===== src/rtl/serial_add_ctrl_pkg.sv =====
// Shared types and constants for the slice-serial adder sequencer.
package serial_add_ctrl_pkg;

    typedef enum logic {
        ST_IDLE = 1'b0,
        ST_RUN  = 1'b1
    } state_t;

    localparam int unsigned DEFAULT_SLICE = 4;

    // Slice counter width: clog2 of the slice count, never narrower than one bit.
    function automatic int unsigned cnt_width(input int unsigned nslices);
        return (nslices > 1) ? $clog2(nslices) : 1;
    endfunction

endpackage


===== src/rtl/serial_add_ctrl_if.sv =====
// START/BUSY/DONE request interface between a requesting datapath and the sequencer.
interface serial_add_ctrl_if #(
    parameter int unsigned WIDTH = 16
);
    logic             start;
    logic [WIDTH-1:0] a;
    logic [WIDTH-1:0] b;
    logic             cin;
    logic             busy;
    logic             done;
    logic [WIDTH-1:0] s;
    logic             cout;

    modport master (
        output start, a, b, cin,
        input  busy, done, s, cout
    );

    modport slave (
        input  start, a, b, cin,
        output busy, done, s, cout
    );
endinterface


===== src/rtl/serial_add_ctrl_add_slice.sv =====
// Purely combinational SLICE-bit ripple-carry adder slice.
module add_slice #(
    parameter int unsigned SLICE = 4
) (
    input  logic [SLICE-1:0] a,
    input  logic [SLICE-1:0] b,
    input  logic             cin,
    output logic [SLICE-1:0] s,
    output logic             cout
);
    logic [SLICE:0] c;

    always_comb begin
        c    = '0;
        s    = '0;
        c[0] = cin;
        for (int unsigned i = 0; i < SLICE; i++) begin
            s[i]   = a[i] ^ b[i] ^ c[i];
            c[i+1] = (a[i] & b[i]) | (c[i] & (a[i] ^ b[i]));
        end
        cout = c[SLICE];
    end
endmodule


===== src/rtl/serial_add_ctrl.sv =====
// Sequencer computing WIDTH-bit A+B+CIN over NSLICES cycles on one shared adder slice, LSB first.
module serial_add_ctrl
    import serial_add_ctrl_pkg::*;
#(
    parameter int unsigned WIDTH = 16,
    parameter int unsigned SLICE = DEFAULT_SLICE
) (
    input logic            clk,
    input logic            rst,
    serial_add_ctrl_if.slave bus
);
    localparam int unsigned NSLICES = WIDTH / SLICE;
    localparam int unsigned CW      = cnt_width(NSLICES);
    localparam logic [CW-1:0] LAST  = CW'(NSLICES - 1);

    state_t           state;
    logic [CW-1:0]    cnt;
    logic [WIDTH-1:0] op_a;
    logic [WIDTH-1:0] op_b;
    logic             carry;
    logic [WIDTH-1:0] acc;
    logic             busy_r;
    logic             done_r;
    logic [WIDTH-1:0] s_r;
    logic             cout_r;

    logic [SLICE-1:0] sl_a;
    logic [SLICE-1:0] sl_b;
    logic [SLICE-1:0] sl_s;
    logic             sl_cout;
    logic [WIDTH-1:0] acc_merged;

    // Constant-index mux keeps slice selection lint-clean for any NSLICES.
    always_comb begin
        sl_a       = '0;
        sl_b       = '0;
        acc_merged = acc;
        for (int unsigned k = 0; k < NSLICES; k++) begin
            if (cnt == CW'(k)) begin
                sl_a = op_a[k*SLICE +: SLICE];
                sl_b = op_b[k*SLICE +: SLICE];
                acc_merged[k*SLICE +: SLICE] = sl_s;
            end
        end
    end

    add_slice #(.SLICE(SLICE)) u_slice (
        .a    (sl_a),
        .b    (sl_b),
        .cin  (carry),
        .s    (sl_s),
        .cout (sl_cout)
    );

    always_ff @(posedge clk or posedge rst) begin
        if (rst) begin
            state  <= ST_IDLE;
            cnt    <= '0;
            op_a   <= '0;
            op_b   <= '0;
            carry  <= 1'b0;
            acc    <= '0;
            busy_r <= 1'b0;
            done_r <= 1'b0;
            s_r    <= '0;
            cout_r <= 1'b0;
        end else begin
            done_r <= 1'b0;
            case (state)
                ST_IDLE: begin
                    if (bus.start) begin
                        op_a   <= bus.a;
                        op_b   <= bus.b;
                        carry  <= bus.cin;
                        cnt    <= '0;
                        busy_r <= 1'b1;
                        state  <= ST_RUN;
                    end
                end
                ST_RUN: begin
                    acc   <= acc_merged;
                    carry <= sl_cout;
                    if (cnt == LAST) begin
                        s_r    <= acc_merged;
                        cout_r <= sl_cout;
                        done_r <= 1'b1;
                        busy_r <= 1'b0;
                        cnt    <= '0;
                        state  <= ST_IDLE;
                    end else begin
                        cnt <= cnt + CW'(1);
                    end
                end
                default: state <= ST_IDLE;
            endcase
        end
    end

    assign bus.busy = busy_r;
    assign bus.done = done_r;
    assign bus.s    = s_r;
    assign bus.cout = cout_r;
endmodule


===== src/flat_wrapper.sv =====
// flat-port wrapper written by rule: the top's interface ports become plain ports
module serial_add_ctrl_flat import serial_add_ctrl_pkg::*;
#(
    parameter int unsigned WIDTH = 16,
    parameter int unsigned SLICE = DEFAULT_SLICE
)
  (clk, rst, bus_start, bus_a, bus_b, bus_cin, bus_busy, bus_done, bus_s, bus_cout);
  serial_add_ctrl_if #(.WIDTH(WIDTH)) bus_i ();
  input logic clk;
  input logic rst;
  input wire logic [$bits(bus_i.start)-1:0] bus_start;
  input wire logic [$bits(bus_i.a)-1:0] bus_a;
  input wire logic [$bits(bus_i.b)-1:0] bus_b;
  input wire logic [$bits(bus_i.cin)-1:0] bus_cin;
  output wire logic [$bits(bus_i.busy)-1:0] bus_busy;
  output wire logic [$bits(bus_i.done)-1:0] bus_done;
  output wire logic [$bits(bus_i.s)-1:0] bus_s;
  output wire logic [$bits(bus_i.cout)-1:0] bus_cout;
  assign bus_i.start = bus_start;
  assign bus_i.a = bus_a;
  assign bus_i.b = bus_b;
  assign bus_i.cin = bus_cin;
  assign bus_busy = bus_i.busy;
  assign bus_done = bus_i.done;
  assign bus_s = bus_i.s;
  assign bus_cout = bus_i.cout;
  serial_add_ctrl #(.WIDTH(WIDTH), .SLICE(SLICE)) u_core (.clk(clk), .rst(rst), .bus(bus_i));
endmodule

===== config.mk =====
export PLATFORM = sky130hd
export DESIGN_NAME = serial_add_ctrl_flat
export DESIGN_NICKNAME = d
export VERILOG_FILES = /design/src/rtl/serial_add_ctrl_pkg.sv /design/src/rtl/serial_add_ctrl_if.sv /design/src/rtl/serial_add_ctrl_add_slice.sv /design/src/rtl/serial_add_ctrl.sv /design/src/flat_wrapper.sv
export SDC_FILE = /design/constraint.sdc
export NUM_CORES = 1
export LEC_CHECK = 0
export BUFFER_PORTS_ARGS = -buffer_cell sky130_fd_sc_hd__buf_4
export CAP_MARGIN = 20
export CORE_MARGIN = 2
export CORE_UTILIZATION = 55
export DETAILED_ROUTE_END_ITERATION = 6
export PLACE_DENSITY_LB_ADDON = 0.1
export SYNTH_ARGS = -nofsm -noshare
export SYNTH_HDL_FRONTEND = slang
export SYNTH_SLANG_ARGS = --single-unit

===== constraint.sdc =====
create_clock -name clk -period 4.8 [get_ports clk]
set_clock_uncertainty 0.1 [all_clocks]
set_input_delay 1.44 -clock clk [delete_from_list [all_inputs] [get_ports clk]]
set_output_delay 1.44 -clock clk [all_outputs]
set_load 0.02 [all_outputs]

Yosys cells after proc, flatten, opt, wreduce, memory -nomap -nowiden
Cells that the tools add are included.

Register bits: 71. Output and inout bits: 19. Word-level logic and storage cells: 66.

$add $sub $neg: 1. Eq/ne operators: 5. Muxes and demuxes: 25. Bitwise gates (word level): 21. Reduce and logical (&&, ||, !) cells: 4.

Operators by type and width (number): $mux 4 (12); $and 1x1->1 (8); $xor 1x1->1 (8); $mux 1 (7); $pmux 1 s2 (3); $reduce_and 2->1 (3); $eq 2x2->1 const B (2); $mux 2 (2); $ne 2x2->1 const B (2); $or 1x1->1 (4); $pmux 2 s2 (1); $add 2x1->2 const B (1); $eq 2x1->1 const B (1); $logic_not 2->1 (1); $not 1->1 (1).

Depth between registers and ports, before layout
Word-level depth: 15. Gate-level depth with buffers: 13. Mapped depth without buffers: 11.

By module
Synthesis repeated with hierarchy kept, for this count alone.

Cells, all modules: 250. Area total of the unflattened synthesis: 3081.7 um^2.

Modules (own cells, without submodules): serial_add_ctrl (times used 1, cells each 236, area each 2964.1 um^2, sequential area each 1676.6 um^2); add_slice (times used 1, cells each 14, area each 117.6 um^2, sequential area each 0.0 um^2).

Worst setup path after synthesis
OpenSTA, ideal clock, no wires.

Path kind: flip-flop to flip-flop. From: reg u_core.cnt[0]. To: reg u_core.acc[11]. Arrival: 3.265 ns. Data required time: 4.575 ns. Path slack: 1.310 ns. Cell stages (with the launch flop): 13. Path buffers: 2. Clock period less this slack: 3.490 ns. Cells stage by stage: dfrtp_1 inv_1 ha_1 buf_4 nor2b_1 buf_4 a22oi_1 a21oi_1 fa_1 fa_1 fa_1 fa_1 mux2_2.

Word-level cells in the longest chain between the ends: 14. Elaborated cells on any way between the ends: 27. Those cells by class: 3 x eq/ne; 9 x mux; 14 x bitwise; 1 x reduce/logical.

RTL lines: from (decl) (RTL line serial_add_ctrl.sv:17) `logic [CW-1:0] cnt;`; from (signal assigned) (RTL line serial_add_ctrl.sv:91) `cnt <= cnt + CW'(1);`; $logic_not 2->1 (RTL line serial_add_ctrl.sv:39) `if (cnt == CW'(k)) begin`; $mux 4 (4 in a row) (RTL line serial_add_ctrl.sv:39); $xor 1x1->1 (RTL line serial_add_ctrl_add_slice.sv:19) `c[i+1] = (a[i] & b[i]) | (c[i] & (a[i] ^ b[i]));`; $and 1x1->1 (RTL line serial_add_ctrl_add_slice.sv:19); $or 1x1->1 (RTL line serial_add_ctrl_add_slice.sv:19); $and 1x1->1 (RTL line serial_add_ctrl_add_slice.sv:19); $or 1x1->1 (RTL line serial_add_ctrl_add_slice.sv:19); $and 1x1->1 (RTL line serial_add_ctrl_add_slice.sv:19); $or 1x1->1 (RTL line serial_add_ctrl_add_slice.sv:19); $xor 1x1->1 (RTL line serial_add_ctrl_add_slice.sv:18) `s[i] = a[i] ^ b[i] ^ c[i];`; $mux 4 (*) (RTL line serial_add_ctrl.sv:39); to (signal assigned) (RTL line serial_add_ctrl.sv:81) `acc <= acc_merged;`; to (decl) (RTL line serial_add_ctrl.sv:21) `logic [WIDTH-1:0] acc;`.

Mark *: on every way between the ends. The rest lies on a longest branch, timed or not. A chain may end at the register's enable or synchronous reset.

Worst setup path after layout
From: reg u_core.cnt[1]. To: reg u_core.s_r[7], in the netlist u_core.bus.s[7].

Word-level cells in the longest chain between the ends: 14. Elaborated cells on any way between the ends: 28. Those cells by class: 3 x eq/ne; 9 x mux; 14 x bitwise; 2 x reduce/logical.

RTL lines: $logic_not 2->1 (RTL line serial_add_ctrl.sv:39); $mux 4 (4 in a row) (RTL line serial_add_ctrl.sv:39); $xor 1x1->1 (RTL line serial_add_ctrl_add_slice.sv:19); $and 1x1->1 (RTL line serial_add_ctrl_add_slice.sv:19); $or 1x1->1 (RTL line serial_add_ctrl_add_slice.sv:19); $and 1x1->1 (RTL line serial_add_ctrl_add_slice.sv:19); $or 1x1->1 (RTL line serial_add_ctrl_add_slice.sv:19); $and 1x1->1 (RTL line serial_add_ctrl_add_slice.sv:19); $or 1x1->1 (RTL line serial_add_ctrl_add_slice.sv:19); $xor 1x1->1 (RTL line serial_add_ctrl_add_slice.sv:18); $mux 4 (RTL line serial_add_ctrl.sv:39); to (signal assigned) (RTL line serial_add_ctrl.sv:84) `s_r <= acc_merged;`; to (decl) (RTL line serial_add_ctrl.sv:24) `logic [WIDTH-1:0] s_r;`.

Parallel ways exist; a longest one is shown, timed or not.

==> results.md <==
- Outcome: complete, no violations
- Share of layout cells above drive strength 1: 40.8%
- Yosys warning total: 0
- # port buffers: 54
- RePlAce Congestion: 0.862
- R2R depth: 11
- CP Class: reg -> reg
- EDFF count, synth: 0
- Initial antenna violation count: 0
- DP Cell Count: 349
- Net count after synthesis: 277
- Die area: 0.00624 mm²
- CP Data Arrival Time: 4.21 ns
- Register Area: 0.00168 mm²
- CTS Buffer Depth: 2
- Slew Viols, Final: 0
- Clock sinks: 67
- Fmax: 246 MHz
- RSZ-0062 raised after global routing: false
- Hold Path Depth: 2
- Synth Area per Inst: 13.3 µm²
- Hold buffers post-CTS: 0
- R2R setup slack: 0.74 ns
- PD cells: 850 mW/mm²
- CP endpoint kind: register
- First-pass GRT wire length: 9600 µm
- Grt total ovfl: 0
- Initial Util: 56.5%
- Largest net degree at the start of global routing: 44
- Synth-to-Final Area Change: 19.2%
- I/O pin total: 55
- R2R Path End: u_core.bus.s[7]
- Post-route insts no fill: 364
- Multi-input gate area: 0.00128 mm²
- H-tree levels: 3
- WHS Endpoint: u_core.bus.s[9]
- Main synth FF type: dfrtp_1
- Worst skew pair latency: 0.33 ns
- Pwr Total: 3130 µW
- Nets: 332
- Tmin final: 4.06 ns
- Switching portion of total power: 39.3%
- Peak supply drop: 0.000473 V
- Leading cell type in the layout, fill and taps excluded: dfrtp_1
- Fin. Hold Viols: 0
- Slew headroom: 56.9%
- Synth top area cells: dfrtp_1 54%, mux2_4 13%, mux2_2 6.2%
- Crit path from: u_core.cnt[1]
- CP required: 4.95 ns
- Final HPWL DP: 4150 µm
- Mapped cell area: 0.00309 mm²
- Worst Setup Start Kind: register
- Yosys top cell area share: 54.2%
- Psw: 1230 µW
- # fillers: 430
- Die Width: 79.0 µm
- Post-CTS Setup Repair Bufs: 0
- Detailed Routing Iterations Pass 1: 4
- Hold Crit Start: u_core.bus.s[9]
- Vias in the first global route: 2,048
- GRT Total Usage: 20.5%
- Reg2reg start: u_core.cnt[1]
- Antenna viol nets, final: 0
- Total Wirelength: 5880 µm
- Final period util: 84.6%
- Via count: 1,910
- Cts repair resizes: 0
- Tightest Hold Check Type: reg -> reg
- Cells after synthesis: 233
- Internal: 1900 µW
- Initial DRC count: 69
- Leak pwr: 0.00177 µW
- Clk slew on worst S/H paths: 0.07 ns
- Core Region: 0.00547 mm²
- DR WL/cell: 16.1 µm
- TritonCTS buffer count: 9
- Logic gate share of total power: 52.0%
- Fin Setup TNS: 0 ns
- Rows: 27
- Async set-reset flop share out of synthesis: 100%
- Cell taking the most area after synthesis: dfrtp_1
- Post-route DRC: 0
- Via density per instance: 5.25
- Root buf cell: clkbuf_8
- Clock tree from TritonCTS: built
- # setup viols final: 0
- Unique masters post-synth: 31
- Total of max-cap violations: 0
- Register area share after synthesis: 54.2%
- Clock Power Share: 14.7%
- ANT cells: 0
- Most frequent cells in the layout: 67 x dfrtp_1, 57 x buf_4, 32 x nand2_1
- Flop pwr share: 33.2%
- Worst-Margin Slew: 0.646 ns
- Worst-path maximum fanout: 15
- Die span in y: 79.0 µm
- Synthesized flop and latch total: 67
[synthesized netlist by cell type, types with 2 or more instances]
library cell	number
buf_2	4
o21ai_0	12
inv_1	6
nor2_1	3
mux2_2	17
o21ai_1	2
fa_1	4
mux2_4	26
nand2_1	32
o22ai_1	7
dfrtp_1	67
mux2i_1	13
buf_12	2
ha_1	4
buf_4	3
a22oi_1	7
a21o_1	2
clkbuf_1	2
nand2_2	3
a21oi_1	6
[logic make-up after synthesis]
kind of cell	after synthesis	synth area share (%)
buf+inv	19	4.49
simple gates	44	6.35
mux	56	23.0
fa+ha+maj	8	4.21
compound gates	39	7.76
flops	67	54.2
[power groups by stage]
stage               clock, µW  combinational [µW]  sequential [µW]
floorplan                   0                1180             1060
global placement            0                1610             1050
detailed placement          0                1650             1050
CTS                       471                1650             1040
global route              496                1810             1070
finish                    462                1630             1040
[state kept, by name (all words and copies together) (netlist names)]
register	flops
u_core.bus.s	16
u_core.op_a	16
u_core.op_b	16
u_core.acc	12
u_core.cnt	2
u_core.bus.busy	1
u_core.bus.cout	1
u_core.bus.done	1
u_core.carry	1
u_core.state	1
[worst max path at each step]
stage                       to  slack, ns  cells past startpoint
2_1_floorplan   u_core.acc[11]       1.31                     12
3_3_place_gp    u_core.acc[11]       0.94                     10
3_5_place_dp    u_core.acc[11]       0.78                     10
4_1_cts        u_core.bus.s[7]       0.74                     11
5_1_grt        u_core.bus.s[7]       0.50                     11
6_report       u_core.bus.s[7]       0.74                     11
[layer usage]
layer / part of all wire [%] / wire length (µm) / vias to the layer above / GRT usage [%]
met3: 4.3 / 251 / 7 / 4.09
li1: - / - / 924 / -
met1: 48 / 2820 / 935 / 28.5
met2: 46 / 2720 / 44 / 31.4
met5: 0 / 0 / - / 0
met4: 1.5 / 91 / 0 / 9.14
[final cells by class]
type	instances	share of cell area, %
Sequential cell	67	45.4
Clock buffer	13	4.31
Clock inverter	2	0.949
Timing Repair Buffer	57	11.6
Inverter	6	0.610
Tap cell	72	2.44
Multi-Input combinational cell	147	34.7
[critical path, cell delays in order (launching register included)]
cell and delay [ns]:
dfrtp_1 0.40, inv_1 0.11, ha_1 0.58, nor2b_1 0.27
a22oi_1 0.21, a21oi_1 0.12, fa_1 0.46, fa_1 0.40
fa_1 0.40, fa_1 0.65, mux2i_1 0.11, o21ai_0 0.17
[per-stage QoR]
step | area, µm² | hold WS, ns | utilization, % | setup slack, ns
floorplan | 3090 | 0.379 | - | 1.31
global placement | 3500 | 0.363 | 63.9 | 0.941
detailed placement | 3500 | 0.371 | 63.9 | 0.780
CTS | 3690 | 0.385 | 67.4 | 0.744
global route | 3690 | 0.410 | 67.4 | 0.502
finish | 3690 | 0.377 | 67.4 | 0.737
No activity file was read; power rests on OpenSTA's default activity.
